===== config.mk =====
export PLATFORM = sky130hd
export DESIGN_NAME = ext_bus_if
export DESIGN_NICKNAME = d
export VERILOG_FILES = /design/src/rtl/mcu51_bus_pkg.sv /design/src/rtl/bus_wdog.sv /design/src/rtl/ext_bus_if.sv
export SDC_FILE = /design/constraint.sdc
export NUM_CORES = 1
export LEC_CHECK = 0
export ABC_CLOCK_PERIOD_IN_PS = 3200
export CAP_MARGIN = 30
export CORE_MARGIN = 3
export CORE_UTILIZATION = 47
export CTS_CLUSTER_DIAMETER = 100
export DETAILED_ROUTE_END_ITERATION = 10
export GPL_TIMING_DRIVEN = 0
export HOLD_SLACK_MARGIN = 0.03
export PLACE_DENSITY = 0.81
export SLEW_MARGIN = 0
export SYNTH_ARGS = -nofsm -noshare
export SYNTH_HDL_FRONTEND = slang
export SYNTH_SLANG_ARGS = --single-unit

===== constraint.sdc =====
create_clock -name clk -period 3.2 [get_ports clk]
set_clock_uncertainty 0.05 [all_clocks]
set_input_delay 0.48 -clock clk [delete_from_list [all_inputs] [get_ports clk]]
set_output_delay 0.48 -clock clk [all_outputs]
set_load 0.005 [all_outputs]

===== src/rtl/mcu51_bus_pkg.sv =====
// Shared types and constants for the 8051-style external bus interface.
// Holds the state encoding and the strobe-decode helpers used by the bus FSM.
package mcu51_bus_pkg;

    typedef enum logic [2:0] {
        ST_IDLE     = 3'd0,
        ST_ADDR     = 3'd1,
        ST_WAIT_STB = 3'd2,
        ST_CODE_RD  = 3'd3,
        ST_X_RD     = 3'd4,
        ST_X_WR     = 3'd5,
        ST_WR_HOLD  = 3'd6
    } bus_state_e;

    localparam logic [7:0] P0_RST_DEF = 8'hFF;
    localparam int         TO_W       = 4;

    // low = {psen_low, rd_low, wr_low}; callers reject multiple-low first
    function automatic bus_state_e strobe_state(input logic [2:0] low);
        bus_state_e s;
        if (low[2])      s = ST_CODE_RD;
        else if (low[1]) s = ST_X_RD;
        else if (low[0]) s = ST_X_WR;
        else             s = ST_WAIT_STB;
        return s;
    endfunction

    function automatic logic multi_low(input logic [2:0] low);
        return (low & (low - 3'd1)) != 3'd0;
    endfunction

endpackage


===== src/rtl/bus_wdog.sv =====
// Saturating transaction watchdog: cleared while the bus is idle, counts otherwise.
// hit fires on the clock whose increment would reach TIMEOUT_CLKS.
module bus_wdog
    import mcu51_bus_pkg::*;
#(
    parameter int TIMEOUT_CLKS = 15
) (
    input  logic clk,
    input  logic rst_n,
    input  logic clr,
    input  logic en,
    output logic hit
);

    localparam logic [TO_W-1:0] HIT_VAL = TO_W'(TIMEOUT_CLKS - 1);
    localparam logic [TO_W-1:0] CNT_MAX = {TO_W{1'b1}};

    logic [TO_W-1:0] cnt_q;
    logic [TO_W-1:0] cnt_d;

    always_comb begin
        cnt_d = cnt_q;
        if (clr)
            cnt_d = '0;
        else if (en && (cnt_q != CNT_MAX))
            cnt_d = cnt_q + 1'b1;
    end

    assign hit = en && !clr && (cnt_q == HIT_VAL);

    always_ff @(posedge clk or negedge rst_n) begin
        if (!rst_n) cnt_q <= '0;
        else        cnt_q <= cnt_d;
    end

endmodule


===== src/rtl/ext_bus_if.sv =====
// 8051-style multiplexed external bus driver: turns control-unit strobes into
// P0/P2 pad activity, emulates the address latch and returns captured bytes.
//
// state    | meaning
// IDLE     | bus released, P2 holds last address high byte
// ADDR     | ALE high, address driven on P0/P2 and tracked by a_lat
// WAIT_STB | ALE fell, no strobe yet, address held on P0
// CODE_RD  | PSEN low, sampling P0_in
// X_RD     | RD low, sampling P0_in
// X_WR     | WR low, driving wdata on P0
// WR_HOLD  | one clock of write-data hold after WR rises
module ext_bus_if
    import mcu51_bus_pkg::*;
#(
    parameter int         TIMEOUT_CLKS = 15,
    parameter logic [7:0] P0_RST       = P0_RST_DEF
) (
    input  logic        clk,
    input  logic        reset,
    input  logic        ALE,
    input  logic        PSEN,
    input  logic        RD,
    input  logic        WR,
    input  logic [15:0] addr,
    input  logic        use_ri,
    input  logic [7:0]  P2_sfr,
    input  logic [7:0]  wdata,
    input  logic [7:0]  P0_in,
    output logic [7:0]  P0_out,
    output logic        P0_oe,
    output logic [7:0]  P2_out,
    output logic [7:0]  a_lat,
    output logic [7:0]  code_byte,
    output logic        code_valid,
    output logic [7:0]  xdata_byte,
    output logic        xdata_valid,
    output logic        wr_done,
    output logic        bus_err
);

    bus_state_e state_q, state_d;
    logic [7:0] p0_out_q, p0_out_d;
    logic       p0_oe_q, p0_oe_d;
    logic [7:0] p2_out_q, p2_out_d;
    logic [7:0] a_lat_q, a_lat_d;
    logic [7:0] sample_q, sample_d;
    logic [7:0] code_byte_q, code_byte_d;
    logic [7:0] xdata_byte_q, xdata_byte_d;
    logic       code_valid_q, code_valid_d;
    logic       xdata_valid_q, xdata_valid_d;
    logic       wr_done_q, wr_done_d;
    logic       bus_err_q, bus_err_d;

    logic [2:0] low;
    logic       any_low;
    logic       multi;
    logic       wd_hit;

    assign low     = {~PSEN, ~RD, ~WR};
    assign any_low = |low;
    assign multi   = multi_low(low);

    bus_wdog #(.TIMEOUT_CLKS(TIMEOUT_CLKS)) u_wdog (
        .clk  (clk),
        .rst_n(reset),
        .clr  (state_q == ST_IDLE),
        .en   (state_q != ST_IDLE),
        .hit  (wd_hit)
    );

    always_comb begin
        state_d       = state_q;
        bus_err_d     = 1'b0;
        code_valid_d  = 1'b0;
        xdata_valid_d = 1'b0;
        wr_done_d     = 1'b0;
        code_byte_d   = code_byte_q;
        xdata_byte_d  = xdata_byte_q;

        unique case (state_q)
            ST_IDLE: begin
                if (ALE) begin
                    if (any_low) bus_err_d = 1'b1;
                    else         state_d   = ST_ADDR;
                end else if (multi) begin
                    bus_err_d = 1'b1;
                end else if (any_low) begin
                    // ALE suppressed: reuse whatever the latch already holds
                    state_d = strobe_state(low);
                end
            end
            ST_ADDR, ST_WAIT_STB: begin
                if (ALE) begin
                    if (any_low) begin
                        bus_err_d = 1'b1;
                        state_d   = ST_IDLE;
                    end else begin
                        state_d = ST_ADDR;
                    end
                end else if (multi) begin
                    bus_err_d = 1'b1;
                    state_d   = ST_IDLE;
                end else begin
                    state_d = strobe_state(low);
                end
            end
            ST_CODE_RD: begin
                if (!PSEN) begin
                    if (ALE || !RD || !WR) begin
                        bus_err_d = 1'b1;
                        state_d   = ST_IDLE;
                    end
                end else begin
                    code_valid_d = 1'b1;
                    code_byte_d  = sample_q;
                    state_d      = ALE ? ST_ADDR : ST_IDLE;
                end
            end
            ST_X_RD: begin
                if (!RD) begin
                    if (ALE || !PSEN || !WR) begin
                        bus_err_d = 1'b1;
                        state_d   = ST_IDLE;
                    end
                end else begin
                    xdata_valid_d = 1'b1;
                    xdata_byte_d  = sample_q;
                    state_d       = ALE ? ST_ADDR : ST_IDLE;
                end
            end
            ST_X_WR: begin
                if (!WR) begin
                    if (ALE || !PSEN || !RD) begin
                        bus_err_d = 1'b1;
                        state_d   = ST_IDLE;
                    end
                end else begin
                    wr_done_d = 1'b1;
                    state_d   = ST_WR_HOLD;
                end
            end
            ST_WR_HOLD: state_d = ALE ? ST_ADDR : ST_IDLE;
            default:    state_d = ST_IDLE;
        endcase

        // Watchdog abort wins over any completion in the same clock
        if (wd_hit) begin
            state_d       = ST_IDLE;
            bus_err_d     = 1'b1;
            code_valid_d  = 1'b0;
            xdata_valid_d = 1'b0;
            wr_done_d     = 1'b0;
            code_byte_d   = code_byte_q;
            xdata_byte_d  = xdata_byte_q;
        end
    end

    // Pad outputs are registered from the next state so they change with it
    always_comb begin
        p0_out_d = P0_RST;
        p0_oe_d  = 1'b0;
        p2_out_d = p2_out_q;
        a_lat_d  = a_lat_q;
        sample_d = sample_q;

        unique case (state_d)
            ST_ADDR: begin
                p0_out_d = addr[7:0];
                p0_oe_d  = 1'b1;
                p2_out_d = use_ri ? P2_sfr : addr[15:8];
                a_lat_d  = addr[7:0];
            end
            ST_WAIT_STB: begin
                p0_out_d = p0_out_q;
                p0_oe_d  = 1'b1;
            end
            ST_CODE_RD, ST_X_RD: sample_d = P0_in;
            ST_X_WR: begin
                p0_out_d = wdata;
                p0_oe_d  = 1'b1;
            end
            ST_WR_HOLD: begin
                p0_out_d = p0_out_q;
                p0_oe_d  = 1'b1;
            end
            default: ;
        endcase
    end

    always_ff @(posedge clk or negedge reset) begin
        if (!reset) begin
            state_q       <= ST_IDLE;
            p0_out_q      <= P0_RST;
            p0_oe_q       <= 1'b0;
            p2_out_q      <= P0_RST;
            a_lat_q       <= 8'h00;
            sample_q      <= 8'h00;
            code_byte_q   <= 8'h00;
            xdata_byte_q  <= 8'h00;
            code_valid_q  <= 1'b0;
            xdata_valid_q <= 1'b0;
            wr_done_q     <= 1'b0;
            bus_err_q     <= 1'b0;
        end else begin
            state_q       <= state_d;
            p0_out_q      <= p0_out_d;
            p0_oe_q       <= p0_oe_d;
            p2_out_q      <= p2_out_d;
            a_lat_q       <= a_lat_d;
            sample_q      <= sample_d;
            code_byte_q   <= code_byte_d;
            xdata_byte_q  <= xdata_byte_d;
            code_valid_q  <= code_valid_d;
            xdata_valid_q <= xdata_valid_d;
            wr_done_q     <= wr_done_d;
            bus_err_q     <= bus_err_d;
        end
    end

    assign P0_out      = p0_out_q;
    assign P0_oe       = p0_oe_q;
    assign P2_out      = p2_out_q;
    assign a_lat       = a_lat_q;
    assign code_byte   = code_byte_q;
    assign code_valid  = code_valid_q;
    assign xdata_byte  = xdata_byte_q;
    assign xdata_valid = xdata_valid_q;
    assign wr_done     = wr_done_q;
    assign bus_err     = bus_err_q;

endmodule


Word level (Yosys, flattened, before mapping)
Index checks and enable logic that the tools add are counted.
Word-level totals
  bits in latches: 0
  input bits: 47
  memories: 0
  memory bits (read-only): 0
  memory bits (writable): 0
  flip-flop bits (word level): 60
Cells by class
  reductions and logical operators: 24
  div/mod/pow operators: 0
  multiply operators: 0
  bitwise gates (word level): 5
  shift-type cells: 0
  add/sub/neg operators: 2
  eq/ne operators: 14
  multiplexer cells: 44
  magnitude comparators: 0
Operators with widths (count)
  3-bit 2-to-1 mux: 16
  8-bit one-hot mux with 3 select lines: 1
  1-bit 2-to-1 mux: 22
  3-bit equality test (second input constant): 6
  3-bit one-hot mux with 6 select lines: 1
  3-bit by 2-bit equality test with 1-bit output (second input constant): 4
  4-bit 2-to-1 mux: 2
  8-bit 2-to-1 mux: 1
  3-bit by 1-bit equality test with 1-bit output (second input constant): 2
  3-bit AND reduction: 2
  3-bit nonzero test: 2
  2-bit OR reduction: 3
  3-bit OR reduction: 2
  1-bit logical OR: 5
  4-bit by 1-bit adder with 4-bit output (second input constant): 1
  4-bit equality test (second input constant): 1
  1-bit logical NOT: 4
  4-bit != test (second input constant): 1
  1-bit NOT: 4
  1-bit one-hot mux with 4 select lines: 1
  4-bit OR reduction: 1
  3-bit bitwise AND: 1
  1-bit logical AND: 3
  3-bit logical NOT: 1
  other kinds (2): 2

Logic depth before layout (Yosys ltp)
  depth in word-level cells: 11
  gate-level depth with buffers: 10

Modules after synthesis
Synthesis repeated with hierarchy kept, for this count alone.
Second synthesis, totals
  cells, all modules: 284
  area, all modules: 3229.3 um^2
Modules (own cells, without submodules)
  ext_bus_if: area each 2975.4 um^2, instances 1, cells each 260, sequential area each 1421.4 um^2
  bus_wdog: area each 254.0 um^2, instances 1, cells each 24, sequential area each 100.1 um^2

Worst setup path after synthesis
Ideal clock, no wire load.
  path kind: input port to flip-flop
  start point: input RD
  end point: register a_lat_q[4] (netlist: a_lat[4])
  data arrival time: 2.261 ns
  path buffers: 2
  cell stages on the path: 8
  slack: 0.764 ns
  setup time: 0.125 ns
  cells stage by stage: buf_6 > and3b_1 > o21ai_2 > a32oi_1 > a21o_4 > nor4_4 > buf_8 > mux2_4
On the way
  word-level cells in the longest chain between the ends: 9
  elaborated cells on any way between the ends: 26
Ends and longest elaborated chain
  start: declaration: RTL line ext_bus_if.sv:22  | input logic RD,
  1-bit NOT: RTL line ext_bus_if.sv:59  | assign low = {~PSEN, ~RD, ~WR};
  3-bit by 1-bit subtractor with 3-bit output: RTL line mcu51_bus_pkg.sv:29  | return (low & (low - 3'd1)) != 3'd0;
  3-bit bitwise AND: RTL line mcu51_bus_pkg.sv:29
  3-bit nonzero test: RTL line mcu51_bus_pkg.sv:29
  3-bit 2-to-1 mux (on tied branches): RTL line ext_bus_if.sv:100, ext_bus_if.sv:85
  3-bit 2-to-1 mux (on tied branches): RTL line ext_bus_if.sv:93, ext_bus_if.sv:82
  3-bit one-hot mux with 6 select lines *: RTL line ext_bus_if.sv:80  | unique case (state_q)
  3-bit 2-to-1 mux *: RTL line ext_bus_if.sv:147  | if (wd_hit) begin
  named net state_d[1]: RTL line ext_bus_if.sv:41  | bus_state_e state_q, state_d;
  3-bit by 1-bit equality test with 1-bit output *: RTL line ext_bus_if.sv:166  | unique case (state_d)
  end signal: assignment: RTL line ext_bus_if.sv:209  | a_lat_q <= a_lat_d;
  end: declaration: RTL line ext_bus_if.sv:45  | logic [7:0] a_lat_q, a_lat_d;
Mark *: on every way through the listed nets, which the timed path passes. The rest lies on a longest branch.
A chain may end at the register's enable or synchronous reset.

Worst setup path in the final report
  start point: input ALE
  end point: register a_lat_q[4] (netlist: a_lat[4])
On the way
  word-level cells in the longest chain between the ends: 7
  elaborated cells on any way between the ends: 17
Ends and longest elaborated chain
  start: declaration: RTL line ext_bus_if.sv:20  | input logic ALE,
  1-bit logical OR (on tied branches): RTL line ext_bus_if.sv:121, ext_bus_if.sv:133, ext_bus_if.sv:109
  1-bit logical OR (on tied branches): RTL line ext_bus_if.sv:133, ext_bus_if.sv:109, ext_bus_if.sv:121
  3-bit 2-to-1 mux (on tied branches): RTL line ext_bus_if.sv:133, ext_bus_if.sv:109, ext_bus_if.sv:121
  3-bit 2-to-1 mux (on tied branches): RTL line ext_bus_if.sv:132, ext_bus_if.sv:108, ext_bus_if.sv:120
  3-bit one-hot mux with 6 select lines *: RTL line ext_bus_if.sv:80
  3-bit 2-to-1 mux *: RTL line ext_bus_if.sv:147
  named net state_d[1]: RTL line ext_bus_if.sv:41
  3-bit by 1-bit equality test with 1-bit output *: RTL line ext_bus_if.sv:166
Marked as above.

==> qor.log <==
INFO  hold_path      path_type_of_the_worst_min_delay_path=in -> async
INFO  floorplanning  die_w=85.2um
INFO  timing         number_of_max_slew_violations_in_the_final_report=0
INFO  cells_and_area final_layout_size_suffix_gt1_share=26.7%
INFO  pwr            seq_power_share=42.5%
INFO  floorplanning  placementRows=28
INFO  grt            number_of_antenna_violations_at_the_first_check_in_global_routing=0
INFO  clock_tree     clk_latency=0.34ns
INFO  clock_tree     tritoncts.num_buffers=9
INFO  timing         finalHoldViolations=0
INFO  outcome        status=finished, final reports clean
INFO  cells_and_area antenna_cell_count=0
INFO  pwr            cell_internal_pwr=1.98mW
INFO  floorplanning  design.die.area=0.00727mm^2
INFO  place          port_buffers=89
INFO  timing         min_period_over_period=89.8%
INFO  grt            grt_first_pass_wirelength=12,300um
INFO  clock_tree     cts_hold_buf=0
INFO  routing        drc=0
INFO  pwr            power.leakage=1.80nW
INFO  grt            groute.usage.overall=21.6%
INFO  floorplanning  core_outline_area=0.00599mm^2
INFO  grt            maximum_number_of_pins_on_one_net_before_global_route_repair=34
INFO  routing        drt_iter0_markers=83
INFO  pwr            power.net_switching=721uW
INFO  timing         setup_viol_count_final=0
INFO  yosys          synth_seq_cells=60
INFO  pwr            power.density_cell_area=648mW/mm^2
INFO  floorplanning  die_y=85.2um
INFO  cells_and_area final_nets=403
INFO  timing         worstMarginPinSlew=0.766ns
INFO  yosys          synthesis.yosys.warnings=0
INFO  timing         period_needed=2.87ns
INFO  timing         timing.max_slew.rel_slack=48.9%
INFO  clock_tree     cts_resized=0
INFO  run            max_cap_viol_count=0
INFO  floorplanning  floorplan.initialDensity=49.3%
INFO  cells_and_area mostFrequentLayoutCell=sky130_fd_sc_hd__clkdlybuf4s50_1
INFO  timing         tns=0ns
INFO  place          dpl.hpwl=5260um
INFO  pwr            share_clk_of_total_power=26.9%
INFO  critical_path  worst_setup_path_type=in -> reg
INFO  cells_and_area multi_input_area=0.00131mm^2
INFO  clock_tree     cts_tree=done
INFO  critical_path  worstSetupStartpointType=input port
INFO  cells_and_area layout.area.seq=0.00152mm^2
INFO  routing        routed-via-count=2,365
INFO  place          placed_area=0.00395mm^2
INFO  yosys          post_synthesis_instance_area=0.00295mm^2
INFO  critical_path  timing.critical_path.required=3.38ns
INFO  yosys          yosysSeqAreaShare=51.5%
INFO  clock_tree     register_clock_pin_slew_on_the_reported_worst_setup_and_hold_paths=0.07ns
INFO  critical_path  critical_path.endpoint_type=flip-flop
INFO  cells_and_area final_layout_fill_cell_count=449
INFO  timing         rsz_0062_raised_after_global_routing=no
INFO  place          gpl.final_weighted_congestion=0.847
INFO  floorplanning  ioPinCount=92
INFO  yosys          post_synth_num_cell_types=51
INFO  routing        average_vias_per_placed_instance=5.45
INFO  routing        detailedRoute.firstPassIterationCount=4
INFO  pwr            comb_power_share=30.7%
INFO  clock_tree     post-cts-setup-buffers=0
INFO  grt            first_global_vias=2,469
INFO  routing        route.detailed.wl_per_inst=17.3um
INFO  clock_tree     h-tree-depth=3
INFO  clock_tree     root_buffer=sky130_fd_sc_hd__clkbuf_8
INFO  yosys          postSynthAreaPerCell=11.7um^2
INFO  cells_and_area areaGrowthSynthToFinish=41.1%
INFO  grt            grt_remaining_overflow=0
INFO  cells_and_area stdcell_area=0.00416mm^2
INFO  routing        drt_wl_total=7510um
INFO  routing        drt.antenna.violating_nets=0
INFO  critical_path  arrival=3.06ns
INFO  yosys          syn-instance-count=253
INFO  cells_and_area mostFrequentLayoutCells=88 x sky130_fd_sc_hd__clkdlybuf4s50_1, 44 x sky130_fd_sc_hd__dfrtp_1, 38 x sky130_fd_sc_hd__nand2_1
INFO  yosys          mappedNetlistNets=302
INFO  pwr            swShare=26.7%
INFO  pwr            worst_ir_drop_vdd=0.501mV
INFO  clock_tree     cts.path.max_buffers=2
INFO  critical_path  cp_max_fo=10
INFO  timing         fmax=348MHz
INFO  clock_tree     cts.sink_count=60
## synth_stat cells, drive strengths merged
cell type,instances,area share (%)
o211ai,2,0.51
a21boi,1,0.25
o22ai,1,0.21
nand4,1,0.21
or3,1,0.25
nor3b,2,0.51
nand3,8,1.7
nor2b,2,0.42
dfrtp,44,37
nand2,38,4.8
buf,9,3.1
and2,1,0.21
dfstp,16,14
o211a,1,0.34
a31oi,1,0.21
clkinv,1,0.13
a22o,1,0.30
xnor2,2,0.59
xor2,3,0.89
a21oi,12,2.2
mux2,40,17
a21o,1,0.51
clkbuf,3,0.38
and3b,2,0.64
ha,2,0.85
a32oi,1,0.30
nand4b,1,0.30
o21ai,6,1.3
and4bb,1,0.42
a211oi,2,0.51
nor2,21,2.8
nand2b,1,0.21
and2b,2,0.64
inv,4,0.51
nor4bb,2,0.68
nor4,1,0.72
a31o,1,0.30
nor3,5,0.85
o22a,8,2.4
nor4b,1,0.51
a2111o,1,0.38
## logic make-up (layout without fill, tap and decap cells)
| logic type | count (synthesis) | in the layout | share of synthesized area (%) |
|---|---|---|---|
| adder cells (fa/ha/maj) | 2 | 2 | 0.848 |
| flip-flops | 60 | 60 | 51.5 |
| XOR/XNOR | 5 | 5 | 1.48 |
| AO/OA/AOI/OAI | 39 | 39 | 9.62 |
| buffers and inverters | 17 | 123 | 4.11 |
| AND/OR/NAND/NOR | 90 | 90 | 15.9 |
| multiplexers | 40 | 40 | 16.5 |
## critical path, stage by stage
cell and delay, ns:
sky130_fd_sc_hd__clkdlybuf4s50_1 0.61, sky130_fd_sc_hd__and3b_1 0.24, sky130_fd_sc_hd__o21ai_2 0.16, sky130_fd_sc_hd__a32oi_1 0.17
sky130_fd_sc_hd__a21o_4 0.28, sky130_fd_sc_hd__nor4_4 0.57, sky130_fd_sc_hd__buf_8 0.24, sky130_fd_sc_hd__mux2_4 0.31
## power groups by stage
stage               sequential [mW]  clock [mW]  combinational [mW]
floorplan                      1.14           0               0.335
global placement               1.14           0               0.804
detailed placement             1.15           0               0.829
CTS                            1.15       0.740               0.841
global route                   1.17       0.770               0.891
finish                         1.15       0.726               0.828
## through the flow
step	total power [mW]	util (%)	std cells	worst slack [ns]	hold WS [ns]
after global routing	2.83	69.5	434	0.180	0.199
after global placement	1.94	65.7	417	-0.240	0.411
after detailed placement	1.98	66.0	418	-0.00701	0.415
final	2.70	69.5	434	0.326	0.158
after floorplan	1.48	-	253	0.764	0.134
after CTS	2.73	69.5	434	0.332	0.166
## sequential cells by signal (all words and copies together) (netlist names)
signal and cells:
bus_err 1, sample_q 8, u_wdog.cnt_q 4, wr_done 1
code_byte 8, P0_oe 1, xdata_valid 1, P0_out 8
code_valid 1, state_q 3, a_lat 8, P2_out 8
xdata_byte 8
## final timing paths
check | cells after the start | end | slack (ns) | startpoint
min reg2reg | 2 | xdata_byte[0]$_DFFE_PN0P_ | 0.43 | xdata_byte[0]$_DFFE_PN0P_
min in group clk | 2 | xdata_byte[0]$_DFFE_PN0P_ | 0.43 | xdata_byte[0]$_DFFE_PN0P_
min | 1 | P0_oe$_DFF_PN0_ | 0.16 | reset
max in group asynchronous | 2 | P0_out[6]$_DFFE_PN1N_ | 2.26 | reset
max reg2reg | 10 | a_lat[4]$_DFFE_PN0N_ | 0.41 | u_wdog.cnt_q[0]$_DFFE_PN0P_
max | 8 | a_lat[4]$_DFFE_PN0N_ | 0.33 | ALE
## layer usage
metal,part of all wire (%),vias to the layer above,GRT usage (%)
li1,-,1091,-
met1,41,1173,26.6
met2,53,81,36.2
met3,4.2,20,4.66
met4,2.6,0,10.1
met5,0,-,0
## cell type report
cell class,count,share of cell area (%)
Tap cell,75,2.25
Clock inverter,3,1.05
Multi-Input combinational cell,176,31.4
Inverter,5,0.451
Sequential cell,60,36.5
Timing Repair Buffer,90,21.8
Buffer,12,2.46
Clock buffer,13,4.06
Note: power is estimated with default switching activity, not from simulation.
